<file path="config.mk">
export PLATFORM = sky130hd
export DESIGN_NAME = writeback_stage
export DESIGN_NICKNAME = d
export VERILOG_FILES = /design/src/rtl/writeback_stage_pkg.sv /design/src/rtl/writeback_stage_bypass_mux.sv /design/src/rtl/writeback_stage.sv
export SDC_FILE = /design/constraint.sdc
export NUM_CORES = 1
export LEC_CHECK = 0
export ABC_CLOCK_PERIOD_IN_PS = 3500
export BUFFER_PORTS_ARGS = -buffer_cell sky130_fd_sc_hd__clkbuf_2
export CELL_PAD_IN_SITES_DETAIL_PLACEMENT = 1
export CELL_PAD_IN_SITES_GLOBAL_PLACEMENT = 1
export CORE_MARGIN = 2
export CORE_UTILIZATION = 37
export DETAILED_ROUTE_END_ITERATION = 8
export PLACE_DENSITY = 0.87
export SYNTH_ARGS = -nofsm -noshare
export SYNTH_HDL_FRONTEND = slang
export SYNTH_SLANG_ARGS = --single-unit
export TNS_END_PERCENT = 1
</file>
<file path="constraint.sdc">
create_clock -name clk -period 3.5 [get_ports clk]
set_clock_uncertainty 0.1 [all_clocks]
set_input_delay 0.525 -clock clk [delete_from_list [all_inputs] [get_ports clk]]
set_output_delay 0.525 -clock clk [all_outputs]
set_load 0.1 [all_outputs]
</file>
<file path="src/rtl/writeback_stage_pkg.sv">
// Shared widths and the WB control bundle used by the EX/MEM and MEM/WB pipeline registers.
package writeback_stage_pkg;

  localparam int WB_DATA_WIDTH    = 16;
  localparam int WB_ADDRESS_WIDTH = 3;
  localparam int WB_COUNT_WIDTH   = 16;

  // Field order is fixed: {reg_write, mem_to_reg}.
  typedef struct packed {
    logic reg_write;
    logic mem_to_reg;
  } wb_ctrl_t;

  function automatic wb_ctrl_t pack_wb_ctrl(input logic reg_write, input logic mem_to_reg);
    wb_ctrl_t c;
    c.reg_write  = reg_write;
    c.mem_to_reg = mem_to_reg;
    return c;
  endfunction

endpackage

</file>
<file path="src/rtl/writeback_stage_bypass_mux.sv">
// Forwards the in-flight register file write to one decode read port.
module writeback_stage_bypass_mux
  import writeback_stage_pkg::*;
#(
  parameter int data_width    = WB_DATA_WIDTH,
  parameter int address_width = WB_ADDRESS_WIDTH
) (
  input  logic                     write_enable,
  input  logic [address_width-1:0] write_address,
  input  logic [data_width-1:0]    write_data,
  input  logic [address_width-1:0] read_address,
  input  logic [data_width-1:0]    read_data,
  output logic [data_width-1:0]    bypass_data
);

  logic hit;

  assign hit         = write_enable && (write_address == read_address);
  assign bypass_data = hit ? write_data : read_data;

endmodule

</file>
<file path="src/rtl/writeback_stage.sv">
// MEM/WB pipeline register, register file write port, decode bypass and retired-instruction counter.
module writeback_stage
  import writeback_stage_pkg::*;
#(
  parameter int data_width    = WB_DATA_WIDTH,
  parameter int address_width = WB_ADDRESS_WIDTH,
  parameter int count_width   = WB_COUNT_WIDTH
) (
  input  logic                     clk,
  input  logic                     rst_n,
  input  logic                     in_valid,
  input  logic                     stall,
  input  logic                     flush,
  input  logic                     in_reg_write,
  input  logic                     in_mem_to_reg,
  input  logic [data_width-1:0]    in_alu_result,
  input  logic [data_width-1:0]    in_mem_data,
  input  logic [address_width-1:0] in_dest,
  input  logic [address_width-1:0] read_address1,
  input  logic [address_width-1:0] read_address2,
  input  logic [data_width-1:0]    read_data1,
  input  logic [data_width-1:0]    read_data2,
  output logic                     write_enable,
  output logic [data_width-1:0]    write_data,
  output logic [address_width-1:0] write_address,
  output logic [data_width-1:0]    bypass_data1,
  output logic [data_width-1:0]    bypass_data2,
  output logic [count_width-1:0]   retired_count
);

  logic                     wb_valid_q,  wb_valid_d;
  wb_ctrl_t                 wb_ctrl_q,   wb_ctrl_d;
  logic [data_width-1:0]    wb_alu_q,    wb_alu_d;
  logic [data_width-1:0]    wb_mem_q,    wb_mem_d;
  logic [address_width-1:0] wb_dest_q,   wb_dest_d;
  logic [count_width-1:0]   retired_q,   retired_d;
  logic                     retire;

  // Flush only clears the valid bit; the payload is don't-care once invalid.
  always_comb begin
    wb_valid_d = wb_valid_q;
    wb_ctrl_d  = wb_ctrl_q;
    wb_alu_d   = wb_alu_q;
    wb_mem_d   = wb_mem_q;
    wb_dest_d  = wb_dest_q;
    if (flush) begin
      wb_valid_d = 1'b0;
    end else if (!stall) begin
      wb_valid_d = in_valid;
      wb_ctrl_d  = pack_wb_ctrl(in_reg_write, in_mem_to_reg);
      wb_alu_d   = in_alu_result;
      wb_mem_d   = in_mem_data;
      wb_dest_d  = in_dest;
    end
  end

  assign retire = wb_valid_q && !stall && !flush;

  always_comb begin
    retired_d = retired_q;
    if (retire) retired_d = retired_q + count_width'(1);
  end

  always_ff @(posedge clk or negedge rst_n) begin
    if (!rst_n) begin
      wb_valid_q <= 1'b0;
      wb_ctrl_q  <= '0;
      wb_alu_q   <= '0;
      wb_mem_q   <= '0;
      wb_dest_q  <= '0;
      retired_q  <= '0;
    end else begin
      wb_valid_q <= wb_valid_d;
      wb_ctrl_q  <= wb_ctrl_d;
      wb_alu_q   <= wb_alu_d;
      wb_mem_q   <= wb_mem_d;
      wb_dest_q  <= wb_dest_d;
      retired_q  <= retired_d;
    end
  end

  // A stalled cycle is re-presented later, so suppressing the strobe avoids a double commit.
  assign write_enable  = wb_valid_q & wb_ctrl_q.reg_write & ~stall;
  assign write_data    = wb_ctrl_q.mem_to_reg ? wb_mem_q : wb_alu_q;
  assign write_address = wb_dest_q;
  assign retired_count = retired_q;

  writeback_stage_bypass_mux #(
    .data_width    (data_width),
    .address_width (address_width)
  ) u_bypass1 (
    .write_enable  (write_enable),
    .write_address (write_address),
    .write_data    (write_data),
    .read_address  (read_address1),
    .read_data     (read_data1),
    .bypass_data   (bypass_data1)
  );

  writeback_stage_bypass_mux #(
    .data_width    (data_width),
    .address_width (address_width)
  ) u_bypass2 (
    .write_enable  (write_enable),
    .write_address (write_address),
    .write_data    (write_data),
    .read_address  (read_address2),
    .read_data     (read_data2),
    .bypass_data   (bypass_data2)
  );

endmodule
</file>
Yosys cells after proc, flatten, opt, wreduce, memory -nomap -nowiden
Cells that the tools add are included.
- bits in registers: 54
- bits of input ports: 80
- output and inout bits: 68
- logic and storage cells: 27
- $add $sub $neg: 1
- equal/unequal tests: 3
- muxes and demuxes: 5
- bitwise operators: 4
- reduce and logical (&&, ||, !) cells: 7
- operator list (operator ; number):
    16-bit 2-to-1 mux ; 3
    16-bit by 1-bit adder with 16-bit output (second input constant) ; 1
    3-bit == test ; 2
    1-bit logical AND ; 4
    1-bit AND ; 2
    1-bit zero test ; 2
    1-bit 2-to-1 mux ; 2
    2-bit by 1-bit inequality test with 1-bit output (second input constant) ; 1
    1-bit inverter ; 2
    2-bit AND reduction ; 1

Logic depth before layout (Yosys ltp)
- word-level depth: 4
- gate-level depth with buffers: 5
- depth with buffers taken out: 4

Modules after synthesis
Synthesis repeated with hierarchy kept, for this count alone.
- cells, all modules: 201
- area, all modules: 2896.5 sq um
- modules (own cells, without submodules) (module ; instances ; cells each ; area an instance (sq um) ; sequential area each (sq um)):
    writeback_stage ; 1 ; 159 ; 2343.5 ; 1351.3
    writeback_stage_bypass_mux ; 2 ; 21 ; 276.5 ; 0.0

Worst setup path before layout
OpenSTA, ideal clock, no wires.
- path kind: reg2out
- start: reg wb_dest_q[1] (netlist: write_address[1])
- end: out bypass_data2[10]
- arrival: 2.425 ns
- required time: 2.875 ns
- setup slack: 0.450 ns
- cell stages (with the launch flop): 5
- path buffers: 1
- cells stage by stage: dfrtp_1 -> xor2_1 -> nor4_4 -> buf_6 -> mux2_2
- longest elaborated chain between the ends: 3
- RTL lines (element ; RTL line ; text):
    from (decl) ; writeback_stage.sv:35 ; logic [address_width-1:0] wb_dest_q, wb_dest_d;
    from (signal assigned) ; writeback_stage.sv:77 ; wb_dest_q <= wb_dest_d;
    3-bit == test ; writeback_stage_bypass_mux.sv:18 ; assign hit = write_enable && (write_address == read_address);
    1-bit logical AND ; writeback_stage_bypass_mux.sv:18 ;
    16-bit 2-to-1 mux ; writeback_stage_bypass_mux.sv:19 ; assign bypass_data = hit ? write_data : read_data;
    to (decl) ; writeback_stage.sv:27 ; output logic [data_width-1:0] bypass_data2,
No other way between the ends.

Final worst setup path
- start: reg wb_dest_q[1] (netlist: write_address[1])
- end: out bypass_data2[9]
The elaborated chain is that of the path after synthesis.

==> qor.csv <==
metric,value,unit
placed_area,0.003870,sq mm
critPathRequiredTime,2870,ps
ys_types,21,
insertion_delay,290,ps
core,0.007253,sq mm
relSlewSlack,0.5131,
synth-edff-count,0,
gp_congestion,0.7498,
drt_iter0_drc,47,
yosys.area.top_type,dfrtp_1,
wire_per_inst,16.21,um
worst_slew_pin_slew,730.3,ps
clockRootBuffer,clkbuf_8,
finalCoreUtilization,0.5482,
routed_wl,7312,um
cts.sinks,54,
antenna_found_initial,0,
synth_top_family_by_area,multiplexers,
pin_count,148,
initial_core_util,0.3836,
syn_area,0.002783,sq mm
cp-start-kind,register,
finalCritPeriodShare,0.8166,
synth.most_common_cell,mux2_2,
ant_nets,0,
vias,2173,
critPathCaptureType,output port,
diodes,0,
overflow,0,
dp_cells,443,
fmax,349.9,MHz
synthXorXnorAreaFrac,0.06610,
p_per_area,553.9,mW/mm^2
drive_above_1_share,0.7045,
setup_viol_count_final,0,
yosysSeqAreaShare,0.4856,
synth_common_cells,"mux2_2, dfrtp_1, xnor2_1",
ys_ff_latch,54,
outcome,finished clean,
dr.pass1.iters,4,
cts-htree-levels,2,
hold_ws,106.9,ps
drc,0,
arrival,2230,ps
ir_worst_vdd,0.3463,mV
multi_input_area,0.001379,sq mm
cts_post_setup_buffers_inserted,0,
hpwl,5935,um
min_path_type,in2async,
ys_top_cells_by_area,"dfrtp_1, mux2_2, xnor2_1",
reg2reg_depth,4,
fin_area,0.003976,sq mm
grt_pass1_vias,2467,
regArea,0.001351,sq mm
yosys-mux-area-fraction,0.3516,
netlist_instances,202,
ys.flop_type,dfrtp_1,
io_buffers,147,
yosys_warnings,0,
fin_nets,432,
die_y,90.72,um
r2r-start,wb_valid_q$_DFFE_PN0P_,
fin_crit,2858,ps
fillers,779,
finalHoldViolations,0,
rsz0062_at_grt,false,
power_leakage,1.906,nW
drv_slew,0,
async_reset_ff_frac,1.000,
clk_pin_slew,100,ps
grt.total_usage,0.1829,
cts_buffer_depth,2,
routed_via_density,4.818,
yosys.area.top_type_share,0.4856,
grt_max_degree,33,
place_ws,685.2,ps
std_cell_rows,31,
hold_buffers,0,
synthAdderAreaFrac,0.004496,
maxCapViolCount,0,
synth-compound-area-share,0,
cts_tree,built,
die_area,0.008230,sq mm
fin_tns_setup,0,ps
numCtsBuffers,5,
finalNonFillerCells,451,
setup_ws,642.0,ps
cts.repair.resized,0,
syn_to_final_growth,42.90,%
critical_path_class,reg2out,
syn_nets,283,
dieWidth,90.72,um
synthSimpleGateAreaFrac,0.07059,
crit_path_start,write_address[1]$_DFFE_PN0P_,
grt_pass1_wl,12140,um
path_max_fanout,16,
finalPower,2.203,mW
syn_area_per_cell,13.78,sq um
## kinds of logic (layout without fill, tap and decap cells)
family	after synthesis	count (layout)
fa+ha+maj	1	1
xor+xnor	21	21
simple gates	28	28
mux	87	87
buf+inv	11	161
flops	54	54
## critical path, cell delays in order (launching register included)
cell	delay, ps
dfrtp_1	430
xor2_1	180
nor4_4	270
buf_4	300
mux2_2	370
clkbuf_2	370
## layout by cell type (no fill, tap or decap), types with 4 or more instances in the layout
master	count
nand3_1	7
nor2_1	4
nand4_1	5
clkbuf_8	5
dfrtp_1	54
xnor2_1	15
xor2_1	6
nand2_1	4
buf_4	5
buf_12	16
clkbuf_2	130
mux2_2	86
## flip-flops by register name, indices dropped and copies added, names as in the netlist
signal         flops
wb_mem_q          16
wb_valid_q         1
write_address      3
retired_count     16
wb_ctrl_q          2
wb_alu_q          16
## path summary, 6_finish.rpt
check | end | slack, ps
max reg2reg | retired_count[15]$_DFFE_PN0P_ | 1900
min | retired_count[12]$_DFFE_PN0P_ | 110
min in group clk | wb_valid_q$_DFFE_PN0P_ | 350
min reg2reg | retired_count[15]$_DFFE_PN0P_ | 390
max | bypass_data2[9] | 640
max in group asynchronous | wb_alu_q[13]$_DFFE_PN0P_ | 2360
## layout make-up
type,count,area share
Clock buffer,7,0.01919
Inverter,2,0.001888
Timing Repair Buffer,151,0.2536
Multi-Input combinational cell,137,0.3468
Tap cell,99,0.03115
Sequential cell,54,0.3398
Clock inverter,1,0.007552
## power breakdown
part           switching, mW  internal (mW)
registers             0.0722          0.703
logic                  0.776          0.251
clock network          0.186          0.214
## routing by layer
| layer | track usage | vias to the layer above | wire length, um |
|---|---|---|---|
| met5 | 0 | - | 0 |
| met4 | 0.04231 | 0 | 41 |
| met3 | 0.02755 | 2 | 366 |
| met2 | 0.3626 | 82 | 4149 |
| met1 | 0.2018 | 1073 | 2754 |
| li1 | - | 1016 | - |
Note: power is estimated with default switching activity, not from simulation.
